==> config.mk <==
export PLATFORM = sky130hd
export DESIGN_NAME = addr_sequencer_flat
export DESIGN_NICKNAME = d
export VERILOG_FILES = /design/src/rtl/addr_sequencer_if.sv /design/src/rtl/addr_sequencer.sv /design/src/flat_wrapper.sv
export SDC_FILE = /design/constraint.sdc
export NUM_CORES = 1
export LEC_CHECK = 0
export BUFFER_PORTS_ARGS = -buffer_cell sky130_fd_sc_hd__buf_2
export CORE_ASPECT_RATIO = 1.1
export CORE_MARGIN = 5
export CORE_UTILIZATION = 45
export CTS_CLUSTER_DIAMETER = 120
export CTS_CLUSTER_SIZE = 20
export DETAILED_ROUTE_END_ITERATION = 6
export PLACE_DENSITY = 0.72
export SLEW_MARGIN = 10
export SYNTH_ARGS = -nofsm -noshare
export SYNTH_HDL_FRONTEND = slang
export SYNTH_SLANG_ARGS = --single-unit
==> constraint.sdc <==
create_clock -name clk -period 3.4 [get_ports clk]
set_clock_uncertainty 0.05 [all_clocks]
set_input_delay 0.34 -clock clk [delete_from_list [all_inputs] [get_ports clk]]
set_output_delay 0.34 -clock clk [all_outputs]
set_load 0.03 [all_outputs]
==> src/rtl/addr_sequencer_if.sv <==
// Bus bundle between the 6502 addressing/timing sequencer and the control logic.
// master: the sequencer (drives timing and decode outputs).
// slave:  the control/execute logic that feeds it.
interface addr_sequencer_if #(
   parameter int EXEC_W = 3
);
   logic              ready;
   logic [7:0]        data_in;
   logic              alu_carry_out;
   logic              exec_done;
   logic [1:0]        phase;
   logic [1:0]        state;
   logic [EXEC_W-1:0] exec_step;
   logic [7:0]        opcode;
   logic [3:0]        mode;
   logic              is_store_acc;
   logic              is_store_x;
   logic              is_store_y;
   logic              carry_to_high_op;
   logic              sync;

   modport master (
      input  ready, data_in, alu_carry_out, exec_done,
      output phase, state, exec_step, opcode, mode,
             is_store_acc, is_store_x, is_store_y, carry_to_high_op, sync
   );

   modport slave (
      output ready, data_in, alu_carry_out, exec_done,
      input  phase, state, exec_step, opcode, mode,
             is_store_acc, is_store_x, is_store_y, carry_to_high_op, sync
   );
endinterface

==> src/rtl/addr_sequencer.sv <==
// 6502 timing/state generator: latches the opcode, decodes addressing mode and
// store class, steps the addressing states A0..A3, then counts execute cycles
// until the execute logic reports completion. Also holds the low-byte carry
// used to fix up the high address byte for indexed/indirect-indexed modes.
module addr_sequencer #(
   parameter logic [7:0] RESET_OPCODE = 8'hEA,
   parameter int         EXEC_W       = 3
) (
   input  logic             clk,
   input  logic             nrst,
   addr_sequencer_if.master bus
);

   typedef enum logic [1:0] {
      PH_FETCH = 2'd0,
      PH_ADDR  = 2'd1,
      PH_EXEC  = 2'd2
   } phase_t;

   typedef enum logic [3:0] {
      M_IMPL  = 4'd0,
      M_IMM   = 4'd1,
      M_ZPG   = 4'd2,
      M_ZPG_X = 4'd3,
      M_ZPG_Y = 4'd4,
      M_ABS   = 4'd5,
      M_ABS_X = 4'd6,
      M_ABS_Y = 4'd7,
      M_IND_X = 4'd8,
      M_IND_Y = 4'd9
   } mode_t;

   function automatic mode_t decode_mode(input logic [7:0] op);
      logic [1:0] cc;
      logic [2:0] bbb;
      logic [2:0] aaa;
      mode_t      m;
      cc  = op[1:0];
      bbb = op[4:2];
      aaa = op[7:5];
      m   = M_IMPL;
      case (cc)
         2'b01: begin
            case (bbb)
               3'd0:    m = M_IND_X;
               3'd1:    m = M_ZPG;
               3'd2:    m = M_IMM;
               3'd3:    m = M_ABS;
               3'd4:    m = M_IND_Y;
               3'd5:    m = M_ZPG_X;
               3'd6:    m = M_ABS_Y;
               default: m = M_ABS_X;
            endcase
         end
         2'b10: begin
            case (bbb)
               3'd0:    m = (aaa == 3'b101) ? M_IMM : M_IMPL;
               3'd1:    m = M_ZPG;
               3'd3:    m = M_ABS;
               3'd5:    m = (aaa == 3'b100 || aaa == 3'b101) ? M_ZPG_Y : M_ZPG_X;
               3'd7:    m = (aaa == 3'b101) ? M_ABS_Y : M_ABS_X;
               default: m = M_IMPL;
            endcase
         end
         2'b00: begin
            case (bbb)
               3'd0:    m = (aaa >= 3'b101) ? M_IMM : M_IMPL;
               3'd1:    m = M_ZPG;
               3'd3:    m = M_ABS;
               3'd5:    m = M_ZPG_X;
               3'd7:    m = M_ABS_X;
               default: m = M_IMPL;
            endcase
         end
         default: m = M_IMPL;
      endcase
      return m;
   endfunction

   // Number of addressing states for a mode (0 means skip ADDR entirely).
   function automatic logic [2:0] addr_count(input mode_t m);
      logic [2:0] n;
      case (m)
         M_ZPG:                      n = 3'd1;
         M_ZPG_X, M_ZPG_Y, M_ABS:    n = 3'd2;
         M_ABS_X, M_ABS_Y:           n = 3'd3;
         M_IND_X, M_IND_Y:           n = 3'd4;
         default:                    n = 3'd0;
      endcase
      return n;
   endfunction

   phase_t            phase_q;
   logic [1:0]        state_q;
   logic [EXEC_W-1:0] step_q;
   logic [7:0]        opcode_q;
   logic              carry_q;
   logic              sync_q;

   mode_t      cur_mode;
   mode_t      fetch_mode;
   logic [2:0] cur_count;
   logic [1:0] cur_last;
   logic       capture_mode;

   assign cur_mode     = decode_mode(opcode_q);
   assign fetch_mode   = decode_mode(bus.data_in);
   assign cur_count    = addr_count(cur_mode);
   assign cur_last     = 2'(cur_count - 3'd1);
   assign capture_mode = (cur_mode == M_ABS_X) || (cur_mode == M_ABS_Y) || (cur_mode == M_IND_Y);

   // Phase/state/step sequencing, opcode latch and carry capture; RDY freezes all.
   always_ff @(posedge clk) begin
      if (!nrst) begin
         phase_q  <= PH_FETCH;
         state_q  <= '0;
         step_q   <= '0;
         opcode_q <= RESET_OPCODE;
         carry_q  <= 1'b0;
         sync_q   <= 1'b1;
      end else if (bus.ready) begin
         case (phase_q)
            PH_FETCH: begin
               opcode_q <= bus.data_in;
               carry_q  <= 1'b0;
               state_q  <= '0;
               step_q   <= '0;
               sync_q   <= 1'b0;
               // Branch on the byte being latched, not the stale opcode register.
               if (addr_count(fetch_mode) != 3'd0) begin
                  phase_q <= PH_ADDR;
               end else begin
                  phase_q <= PH_EXEC;
               end
            end
            PH_ADDR: begin
               if (state_q == 2'd1 && capture_mode) begin
                  carry_q <= bus.alu_carry_out;
               end
               if (state_q != cur_last) begin
                  state_q <= state_q + 2'd1;
               end else begin
                  phase_q <= PH_EXEC;
                  state_q <= '0;
                  step_q  <= '0;
               end
            end
            PH_EXEC: begin
               if (bus.exec_done) begin
                  phase_q <= PH_FETCH;
                  step_q  <= '0;
                  sync_q  <= 1'b1;
               end else if (step_q != '1) begin
                  step_q <= step_q + 1'b1;
               end
            end
            default: begin
               phase_q <= PH_FETCH;
               state_q <= '0;
               step_q  <= '0;
               sync_q  <= 1'b1;
            end
         endcase
      end
   end

   assign bus.phase            = phase_q;
   assign bus.state            = state_q;
   assign bus.exec_step        = step_q;
   assign bus.opcode           = opcode_q;
   assign bus.carry_to_high_op = carry_q;
   assign bus.sync             = sync_q;
   assign bus.mode             = cur_mode;
   assign bus.is_store_acc     = (opcode_q[1:0] == 2'b01) && (opcode_q[7:5] == 3'b100) &&
                                 (cur_mode != M_IMM);
   assign bus.is_store_x       = (opcode_q == 8'h86) || (opcode_q == 8'h8E) || (opcode_q == 8'h96);
   assign bus.is_store_y       = (opcode_q == 8'h84) || (opcode_q == 8'h8C) || (opcode_q == 8'h94);

endmodule

==> src/flat_wrapper.sv <==
// flat-port wrapper written by rule: the top's interface ports become plain ports
module addr_sequencer_flat 
#(
   parameter logic [7:0] RESET_OPCODE = 8'hEA,
   parameter int         EXEC_W       = 3
)
  (clk, nrst, bus_ready, bus_data_in, bus_alu_carry_out, bus_exec_done, bus_phase, bus_state, bus_exec_step, bus_opcode, bus_mode, bus_is_store_acc, bus_is_store_x, bus_is_store_y, bus_carry_to_high_op, bus_sync);
  addr_sequencer_if #(.EXEC_W(EXEC_W)) bus_i ();
  input  logic clk;
  input  logic nrst;
  input wire logic [$bits(bus_i.ready)-1:0] bus_ready;
  input wire logic [$bits(bus_i.data_in)-1:0] bus_data_in;
  input wire logic [$bits(bus_i.alu_carry_out)-1:0] bus_alu_carry_out;
  input wire logic [$bits(bus_i.exec_done)-1:0] bus_exec_done;
  output wire logic [$bits(bus_i.phase)-1:0] bus_phase;
  output wire logic [$bits(bus_i.state)-1:0] bus_state;
  output wire logic [$bits(bus_i.exec_step)-1:0] bus_exec_step;
  output wire logic [$bits(bus_i.opcode)-1:0] bus_opcode;
  output wire logic [$bits(bus_i.mode)-1:0] bus_mode;
  output wire logic [$bits(bus_i.is_store_acc)-1:0] bus_is_store_acc;
  output wire logic [$bits(bus_i.is_store_x)-1:0] bus_is_store_x;
  output wire logic [$bits(bus_i.is_store_y)-1:0] bus_is_store_y;
  output wire logic [$bits(bus_i.carry_to_high_op)-1:0] bus_carry_to_high_op;
  output wire logic [$bits(bus_i.sync)-1:0] bus_sync;
  assign bus_i.ready = bus_ready;
  assign bus_i.data_in = bus_data_in;
  assign bus_i.alu_carry_out = bus_alu_carry_out;
  assign bus_i.exec_done = bus_exec_done;
  assign bus_phase = bus_i.phase;
  assign bus_state = bus_i.state;
  assign bus_exec_step = bus_i.exec_step;
  assign bus_opcode = bus_i.opcode;
  assign bus_mode = bus_i.mode;
  assign bus_is_store_acc = bus_i.is_store_acc;
  assign bus_is_store_x = bus_i.is_store_x;
  assign bus_is_store_y = bus_i.is_store_y;
  assign bus_carry_to_high_op = bus_i.carry_to_high_op;
  assign bus_sync = bus_i.sync;
  addr_sequencer #(.RESET_OPCODE(RESET_OPCODE), .EXEC_W(EXEC_W)) u_core (.clk(clk), .nrst(nrst), .bus(bus_i));
endmodule
==> results of run 1 <==
==> worst max-delay path: stages, from the launching register on <==
cell                      delay (ns)
sky130_fd_sc_hd__dfxtp_1        0.55
sky130_fd_sc_hd__o21ba_2        0.23
sky130_fd_sc_hd__nor3b_1        0.20
sky130_fd_sc_hd__a21oi_1        0.12
sky130_fd_sc_hd__nor3_2         0.34
sky130_fd_sc_hd__nand2_1        0.10
sky130_fd_sc_hd__nor3_1         0.14
sky130_fd_sc_hd__nor4_1         0.06
sky130_fd_sc_hd__buf_2          0.18
==> registers in the layout, indices dropped and copies added (netlist names) <==
| register | count |
|---|---|
| u_core.bus.sync | 1 |
| u_core.bus.exec_step | 3 |
| u_core.bus.opcode | 8 |
| u_core.bus.carry_to_high_op | 1 |
| u_core.bus.phase | 2 |
| u_core.bus.state | 2 |
==> cells in the final DEF, fill, tap and decap left out, types with 5 or more instances in the layout <==
cell type                  Yosys  final
sky130_fd_sc_hd__o211ai_1      5      5
sky130_fd_sc_hd__a21oi_1       5      5
sky130_fd_sc_hd__nand3_1       6      6
sky130_fd_sc_hd__nand2_1      28     28
sky130_fd_sc_hd__inv_1         6      6
sky130_fd_sc_hd__buf_2         0     36
sky130_fd_sc_hd__nor2_1        8      8
sky130_fd_sc_hd__nand2b_1      9      9
sky130_fd_sc_hd__o21ai_0       6      6
sky130_fd_sc_hd__dfxtp_1      17     17
sky130_fd_sc_hd__a21boi_0      5      5
==> power by group <==
| group | switching (W) | internal [W] | leakage, nW |
|---|---|---|---|
| Combinational | 0.000102 | 0.0000599 | 0.469 |
| Clock | 0.0000625 | 0.0000456 | 0.0150 |
| Sequential | 0.0000248 | 0.000213 | 0.140 |
==> layout make-up <==
type | instances | area, µm² | share of cell area
multi-input cells | 116 | 719 | 0.542
well taps | 31 | 38.8 | 0.0292
flip-flops and latches | 17 | 340 | 0.256
clock buffers | 4 | 26.3 | 0.0198
repair buffers | 36 | 180 | 0.136
inverters | 6 | 22.5 | 0.0170
==> worst min-delay path by stage <==
stage,end
floorplan,u_core.bus.opcode[5]
finish,u_core.bus.opcode[7]
CTS,u_core.bus.opcode[7]
global route,u_core.bus.opcode[6]
detailed placement,u_core.bus.exec_step[1]
global placement,u_core.bus.exec_step[1]
==> per-layer routing <==
layer	vias up	routed length [µm]
li1	589	-
met1	557	1270
met2	27	1370
met3	4	165
met4	0	31
met5	-	0
==> kinds of logic (layout without fill, tap and decap cells) <==
group           after synthesis  count (layout)
simple gates                 73              73
compound gates               37              37
flops                        17              17
buf+inv                      13              46
fa+ha+maj                     3               3
mux                           3               3
==> metrics by stage <==
step,setup WS [ns],std cells,total power [W]
after floorplan,0.510,146,0.000364
after global placement,1.09,206,0.000400
after detailed placement,1.02,206,0.000403
after CTS,0.829,210,0.000511
after global routing,0.650,210,0.000537
final,0.807,210,0.000508
==> results.json, run 1 <==
{
  "outcome": "finished clean",
  "postSynth.asyncResetShare": 0,
  "postCtsHoldBufs": 0,
  "worst-r2r-cell-count": 7,
  "core_mm2": 0.00247,
  "critical_path_arrival_ns": 2.20,
  "syn_nets": 162,
  "synth-seq-cells": 17,
  "cts_buffers": 3,
  "combinational_family_with_the_most_area_after_synthesis": "simple AND/OR/NAND/NOR gates",
  "r2r_start": "u_core.bus.opcode[3]",
  "cts_tree": "done",
  "setup.worst_path.end_class": "output pin",
  "startpoint_type": "flop",
  "synth.cells.most_frequent": "sky130_fd_sc_hd__nand2_1, sky130_fd_sc_hd__dfxtp_1, sky130_fd_sc_hd__nand2b_1, sky130_fd_sc_hd__nor2_1",
  "reg2reg_to": "u_core.bus.state[1]",
  "post_synth_inst_count": 146,
  "dpl_cell_area_mm2": 0.00130,
  "synthesis.yosys.warnings": 0,
  "global_route_wire_length_before_repair_um": 4860,
  "max_slew_margin": 0.615,
  "cts_sinks": 17,
  "finalWeightedCongestion": 0.949,
  "synth-xor-area-share": 0,
  "timing.critical_path.required_ns": 3.01,
  "cts.reportedPaths.clkPinSlew_ns": 0.09,
  "remaining_drc_errors": 0,
  "setup-violations-final": 0,
  "report.final.hold_viol_count": 0,
  "die_area_mm2": 0.00363,
  "count_of_flip_flops_with_a_built_in_enable_after_synthesis": 0,
  "worst_hold_slack_ns": 0.208,
  "startpoint": "u_core.bus.opcode[2]",
  "grt_setup_unrepaired": "false",
  "synth_fa_ha_area_frac": 0.0330,
  "muxShareOfSynthArea": 0.0264,
  "detail_route.wl_per_cell_um": 13.5,
  "finish.net_count": 196,
  "vias_per_cell": 5.60,
  "final.fill_count": 249,
  "place_hpwl_um": 2190,
  "post_cts.resized_instances": 0,
  "fin_tns_setup_ns": 0,
  "synth_sequential_area_ratio": 0.300,
  "route.vias.total": 1177,
  "ys_types": 45,
  "grt.met3_usage": 0.0310,
  "irDropWorstVdd_mv": 0.295,
  "min_path_cells": 3,
  "cts_max_path_buffers": 2,
  "synth_largest_area_cell": "sky130_fd_sc_hd__dfxtp_1",
  "drt_first_iter_violations": 32,
  "post_synth_main_area_contributors": "sky130_fd_sc_hd__dfxtp_1, sky130_fd_sc_hd__nand2_1, sky130_fd_sc_hd__nand2b_1",
  "route.antenna.remaining_nets": 0,
  "timing_worst_setup_path_type": "flop to output pin",
  "syn_to_final_growth_pct": 16.8,
  "final.min_clock_period_ns": 2.59,
  "timing.final.crit_share": 0.763,
  "synth_largest_type_area_fraction": 0.300,
  "worst_hold_startpoint": "bus_data_in[7]",
  "syn-mean-instance-area_um2": 7.78,
  "postCtsSetupBuffers": 0,
  "postRouteWirelength_um": 2830,
  "maximum_frequency_from_static_timing_analysis_mhz": 386,
  "synth.most_common_cell": "sky130_fd_sc_hd__nand2_1",
  "p_leak_nw": 0.623,
  "cts.root.buffer_cell": "sky130_fd_sc_hd__clkbuf_4",
  "port-buffer-count": 36,
  "power.density_cell_area_mw_per_mm2": 383,
  "drv_cap": 0,
  "synth_area_mm2": 0.00114,
  "effective_utilization_at_floorplan": 0.460,
  "first_global_vias": 1140,
  "final_layout_size_suffix_gt1_frac": 0.263,
  "worstPathMaxFanout": 10,
  "yosys.area_share.simple": 0.334,
  "grt_most_used_layer": "met2",
  "maxSlewViolCount": 0,
  "share_of_the_core_filled_with_cells": 0.537,
  "met2_usage": 0.270,
  "tightestPinTransition_ns": 0.576,
  "groute.usage.overall": 0.162,
  "placementRows": 19,
  "top_level_ports": 37,
  "synth_compound_gate_area_share": 0.240,
  "hold_path_class": "input port to flop",
  "grt_util_met1": 0.207,
  "synth-main-ff-cell": "sky130_fd_sc_hd__dfxtp_1",
  "grt-ovfl-total": 0,
  "antenna_violations_before_repair": 0,
  "number_of_iterations_in_the_first_detailed_routing_pass": 4,
  "rrSetupSlack_ns": 0.96,
  "grt_start_max_net_pins": 21,
  "cp-endpoint": "bus_is_store_acc",
  "die_h_um": 62.7,
  "diodes": 0,
  "htreeDepth": 1,
  "finish.instance_area_mm2": 0.00133,
  "floorplan_die_width_um": 57.9,
  "clk_latency_ns": 0.29
}
Power figures use the tool's default switching activity.
==> run 2: changes to the inputs <==
Settings changed: PLACE_DENSITY 0.72 to 0.75.
Clock period 3.4 ns to 2.09 ns, I/O delays scaled along.
==> run 2 against run 1 <==
Against the previous run:
- the run now ends with negative setup slack left
- worst hold slack got worse by 0.14 ns
- highest routed layer unchanged
- cell count up 13%
- first-iteration DRC count up 6.3%
- largest power group is now combinational cells
- critical path depth decreased by 1
- global-route usage up 2.5 points
- sequential share of layout area is 4.4 points lower
==> results.json, run 2 (synthesized netlist as in run 1, its figures left out) <==
{
  "outcome": "complete, but fails checks",
  "failing_checks": "negative setup slack",
  "diodes": 0,
  "postRouteWirelength_um": 3380,
  "r2r_start": "u_core.bus.opcode[6]",
  "remaining_drc_errors": 0,
  "timing_worst_setup_path_type": "flop to flop",
  "maxSlewViolCount": 0,
  "first_global_vias": 1238,
  "finish.net_count": 224,
  "placementRows": 19,
  "dpl_cell_area_mm2": 0.00153,
  "syn_to_final_growth_pct": 47.5,
  "cp_bufs_invs": 0,
  "route.antenna.remaining_nets": 0,
  "drv_cap": 0,
  "die_area_mm2": 0.00363,
  "layout_commonest_cell": "sky130_fd_sc_hd__buf_2",
  "post-layout-total-power_w": 0.000950,
  "startpoint": "u_core.bus.opcode[6]",
  "cts_max_path_buffers": 2,
  "die_h_um": 62.7,
  "cp_peak_stage_delay_ns": 0.51,
  "setup.worst_path.end_class": "flop",
  "dp_cells": 228,
  "startpoint_type": "flop",
  "finish.instance_area_mm2": 0.00168,
  "timing.final.crit_share": 1.07,
  "layout_common_cells": "sky130_fd_sc_hd__buf_2, sky130_fd_sc_hd__buf_4, sky130_fd_sc_hd__nand2_1",
  "setup-violations-final": 5,
  "htreeDepth": 1,
  "antenna_violations_before_repair": 0,
  "cp_slowest_cell": "sky130_fd_sc_hd__or4b_1",
  "groute.usage.overall": 0.187,
  "floorplan_die_width_um": 57.9,
  "largest_reg_flops": 8,
  "irDropWorstVdd_mv": 0.450,
  "report.final.hold_viol_count": 0,
  "p_leak_nw": 0.778,
  "final.min_clock_period_ns": 2.24,
  "core_mm2": 0.00247,
  "cts_buffers": 3,
  "setup_slack_ns": -0.151,
  "number_of_iterations_in_the_first_detailed_routing_pass": 4,
  "route.vias.total": 1290,
  "global_route_wire_length_before_repair_um": 5600,
  "grt-ovfl-total": 0,
  "effective_utilization_at_floorplan": 0.460,
  "cts_tree": "done",
  "tightestPinTransition_ns": 0.367,
  "worstPathMaxFanout": 4,
  "grt_start_max_net_pins": 21,
  "power.density_cell_area_mw_per_mm2": 567,
  "clk_latency_ns": 0.29,
  "final_layout_size_suffix_gt1_frac": 0.459,
  "critical_path_arrival_ns": 2.43,
  "critical_path.cell_chain": "and2b_2, nand2_2, a221oi_4, nor3_4, a221o_1, or4b_1, a21boi_1",
  "timing.critical_path.max_delay_family": "simple AND/OR/NAND/NOR gates",
  "grt_setup_unrepaired": "true",
  "top_level_ports": 37,
  "postCtsHoldBufs": 0,
  "finalWeightedCongestion": 0.868,
  "vias_per_cell": 5.42,
  "port-buffer-count": 36,
  "timing.critical_path.required_ns": 2.28,
  "drt_first_iter_violations": 34,
  "hold_path_class": "input port to flop",
  "finish.cell_count_without_fillers": 238,
  "worst_hold_startpoint": "bus_data_in[7]",
  "maximum_frequency_from_static_timing_analysis_mhz": 446,
  "cts_sinks": 17,
  "cts.reportedPaths.clkPinSlew_ns": 0.10,
  "place_hpwl_um": 2520,
  "max_slew_margin": 0.755,
  "fin_tns_setup_ns": -0.496,
  "detail_route.wl_per_cell_um": 14.2,
  "cts.root.buffer_cell": "sky130_fd_sc_hd__clkbuf_4"
}
[run 2: cell types whose count changed in the layout (fill, tap and decap cells not counted), moves of 3 or more]
cell                      before  now
sky130_fd_sc_hd__buf_6         0    3
sky130_fd_sc_hd__dfxtp_1      17   10
sky130_fd_sc_hd__buf_4         0   27
sky130_fd_sc_hd__dfxtp_4       0    3
sky130_fd_sc_hd__dfxtp_2       0    4
[run 2: report_power, final]
part | internal, W | switching, W | leakage (nW)
clock | 0.0000713 | 0.000108 | 0.0177
combinational | 0.000171 | 0.000216 | 0.619
sequential | 0.000348 | 0.0000359 | 0.141
total | 0.000590 | 0.000360 | 0.778
[run 2: final timing paths]
check	to	slack, ns	depth (start not counted)
setup / recovery	u_core.bus.state[1]	-0.15	7
hold / removal	u_core.bus.opcode[7]	0.07	3
setup reg to reg	u_core.bus.state[1]	-0.15	7
hold reg to reg	u_core.bus.exec_step[2]	0.45	2
[run 2: area by class of cell]
cell class / instances / area (µm²)
clock inverter: 1 / 5.00
sequential: 17 / 357
fill: 204 / 797
multi-input combinational: 116 / 820
clock buffer: 3 / 22.5
timing repair buffer: 64 / 407
tap: 31 / 38.8
inverter: 6 / 26.3
[run 2: timing repair]
item                                   in CTS  in global routing
setup buffers                               6                  0
resized for setup                           8                  9
pin swaps                                   5                  2
setup endpoints to repair                   5                  9
endpoints found under the hold margin       0                  0
[run 2: per-stage QoR]
stage,hold WS [ns],util,setup WS (ns)
4_1_cts,0.0636,0.664,-0.159
2_1_floorplan,0.282,-,-0.248
3_5_place_dp,0.374,0.619,-0.150
3_3_place_gp,0.372,0.619,-0.101
5_1_grt,0.0601,0.678,-0.282
6_report,0.0721,0.678,-0.151
[run 2: routing by layer]
| metal | vias to the layer above | wire length (µm) | track usage |
|---|---|---|---|
| met5 | - | 0 | 0 |
| met4 | 0 | 49 | 0.0551 |
| met2 | 32 | 1710 | 0.315 |
| met1 | 609 | 1480 | 0.243 |
| li1 | 645 | - | - |
| met3 | 4 | 142 | 0.0269 |
[run 2: worst register-to-register path, cell delays in order, from the launching register on]
cell and delay [ns]:
sky130_fd_sc_hd__dfxtp_4 0.35, sky130_fd_sc_hd__and2b_2 0.27, sky130_fd_sc_hd__nand2_2 0.08, sky130_fd_sc_hd__a221oi_4 0.31, sky130_fd_sc_hd__nor3_4 0.08, sky130_fd_sc_hd__a221o_1 0.40
sky130_fd_sc_hd__or4b_1 0.51, sky130_fd_sc_hd__a21boi_1 0.13
==> run 3: changes to the inputs <==
--- a/constraint.sdc
+++ b/constraint.sdc
@@ -4,2 +4,2 @@
 set_output_delay 0.209 -clock clk [all_outputs]
-set_load 0.03 [all_outputs]
+set_load 0.05 [all_outputs]
==> run 3 against run 2 <==
Against the previous run:
- the flow still finishes with violations (negative setup slack)
- global-route usage is 3.2 points higher
- final area grew 4.2%
- power is 10% higher
- via count is 6.5% higher
- worst setup slack worse by 0.15 ns
- cell count up 0.84%
- clock-buffer cell count is 1 higher
- routed wire length up 18%
- sequential cell count did not move
- non-clock buffer count grew 2
- critical endpoint is now bus_is_store_acc
- largest cell class unchanged
- highest routed layer unchanged
==> results.json, run 3 (synthesized netlist as in run 1, its figures left out) <==
{
  "route.antenna.remaining_nets": 0,
  "cts_max_path_buffers": 2,
  "finish.instance_area_mm2": 0.00175,
  "timing_worst_setup_path_type": "flop to output pin",
  "irDropWorstVdd_mv": 0.473,
  "maxSlewViolCount": 0,
  "layout_commonest_cell": "sky130_fd_sc_hd__buf_2",
  "worstPathMaxFanout": 6,
  "final.min_clock_period_ns": 2.39,
  "vias_per_cell": 5.73,
  "power.density_cell_area_mw_per_mm2": 599,
  "first_global_vias": 1348,
  "maximum_frequency_from_static_timing_analysis_mhz": 418,
  "antenna_violations_before_repair": 0,
  "route.vias.total": 1374,
  "finish.cell_count_without_fillers": 240,
  "port-buffer-count": 36,
  "cp_peak_stage_delay_ns": 0.39,
  "finalWeightedCongestion": 0.820,
  "cts.reportedPaths.clkPinSlew_ns": 0.10,
  "outcome": "complete, but fails checks",
  "die_area_mm2": 0.00363,
  "grt_most_used_layer": "met2",
  "cts_sinks": 17,
  "dp_cells": 231,
  "diodes": 0,
  "fin_tns_setup_ns": -1.35,
  "cp_bufs_invs": 4,
  "drt_first_iter_violations": 84,
  "syn_to_final_growth_pct": 53.6,
  "setup_slack_ns": -0.305,
  "tightestPinTransition_ns": 0.391,
  "floorplan_die_width_um": 57.9,
  "place_hpwl_um": 2770,
  "number_of_iterations_in_the_first_detailed_routing_pass": 4,
  "register_area_um2": 363,
  "grt_setup_unrepaired": "true",
  "clk_latency_ns": 0.30,
  "htreeDepth": 1,
  "cp_slowest_cell": "sky130_fd_sc_hd__dfxtp_4",
  "cts_tree": "done",
  "postCtsHoldBufs": 0,
  "max_slew_margin": 0.739,
  "detail_route.wl_per_cell_um": 16.6,
  "top_level_ports": 37,
  "hold_path_class": "input port to flop",
  "timing.critical_path.required_ns": 1.83,
  "timing.critical_path.max_delay_family": "simple AND/OR/NAND/NOR gates",
  "report.final.hold_viol_count": 0,
  "grt-ovfl-total": 0,
  "critical_path_arrival_ns": 2.14,
  "grt.met3_usage": 0.0372,
  "placementRows": 19,
  "layout_common_cells": "sky130_fd_sc_hd__buf_2, sky130_fd_sc_hd__nand2_1, sky130_fd_sc_hd__buf_4",
  "p_leak_nw": 0.803,
  "postRouteWirelength_um": 4000,
  "met2_usage": 0.373,
  "final.fill_count": 192,
  "core_mm2": 0.00247,
  "critical_path.cell_chain": "buf_6, o21ba_4, nor3b_2, a21oi_2, nor3_4, buf_6, nand2_1, nor3_2, buf_4, nor4_4, buf_6",
  "final_layout_size_suffix_gt1_frac": 0.483,
  "effective_utilization_at_floorplan": 0.460,
  "grt_start_max_net_pins": 21,
  "startpoint_type": "flop",
  "global_route_wire_length_before_repair_um": 6290,
  "cts.root.buffer_cell": "sky130_fd_sc_hd__clkbuf_4",
  "worst_hold_slack_ns": 0.0709,
  "timing.final.crit_share": 1.15,
  "finish.net_count": 226,
  "grt_util_met1": 0.258,
  "setup-violations-final": 10,
  "drv_cap": 0,
  "dpl_cell_area_mm2": 0.00158,
  "cts_buffers": 3,
  "groute.usage.overall": 0.219,
  "path_common_cell": "sky130_fd_sc_hd__buf_6",
  "largest_reg_flops": 8,
  "setup.worst_path.end_class": "output pin",
  "failing_checks": "negative setup slack",
  "remaining_drc_errors": 0,
  "die_h_um": 62.7,
  "multi_input_area_um2": 852
}
-- run 3: worst reg2reg max path, cell delays in order (launching register included) --
cell,delay (ns)
sky130_fd_sc_hd__dfxtp_4,0.36
sky130_fd_sc_hd__and2b_2,0.29
sky130_fd_sc_hd__a31oi_2,0.12
sky130_fd_sc_hd__o22a_2,0.26
sky130_fd_sc_hd__and4_4,0.21
sky130_fd_sc_hd__a221o_1,0.39
sky130_fd_sc_hd__or4b_1,0.52
sky130_fd_sc_hd__a21boi_1,0.13
-- run 3: path summary, 6_finish.rpt --
kind	slack (ns)	to	cells past startpoint	startpoint
worst min register to register	0.45	u_core.bus.exec_step[2]	2	u_core.bus.exec_step[2]
worst max-delay path	-0.30	bus_is_store_acc	11	u_core.bus.opcode[3]
worst max register to register	-0.30	u_core.bus.state[1]	7	u_core.bus.opcode[6]
worst min-delay path	0.07	u_core.bus.opcode[6]	3	bus_data_in[6]
-- run 3: layout make-up --
class / count / area share
inverters: 6 / 0.0151
repair buffers: 66 / 0.252
flip-flops and latches: 17 / 0.208
multi-input cells: 116 / 0.488
clock buffers: 4 / 0.0151
well taps: 31 / 0.0222
-- run 3: metrics by stage --
| step | total power (W) | setup WS (ns) | utilization |
|---|---|---|---|
| 6_report | 0.00105 | -0.305 | 0.706 |
| 5_1_grt | 0.00110 | -0.405 | 0.706 |
| 4_1_cts | 0.00102 | -0.261 | 0.685 |
| 3_5_place_dp | 0.000794 | -0.143 | 0.638 |
| 3_3_place_gp | 0.000777 | -0.0955 | 0.638 |
| 2_1_floorplan | 0.000659 | -0.391 | - |
-- run 3: what timing repair did --
item,4_1_cts,5_1_grt
buffers inserted,4,1
setup endpoints to repair,6,12
pin swaps,5,4
gates resized for setup,16,12
-- run 3: metal layers --
| metal | vias up | wire length (µm) |
|---|---|---|
| li1 | 645 | - |
| met1 | 640 | 1550 |
| met2 | 70 | 2050 |
| met3 | 19 | 245 |
| met4 | 0 | 142 |
| met5 | - | 0 |
-- run 3: report_power, final --
part	switching (W)	internal (W)
registers	0.0000390	0.000348
logic	0.000282	0.000196
clock network	0.000107	0.0000744
total	0.000427	0.000618
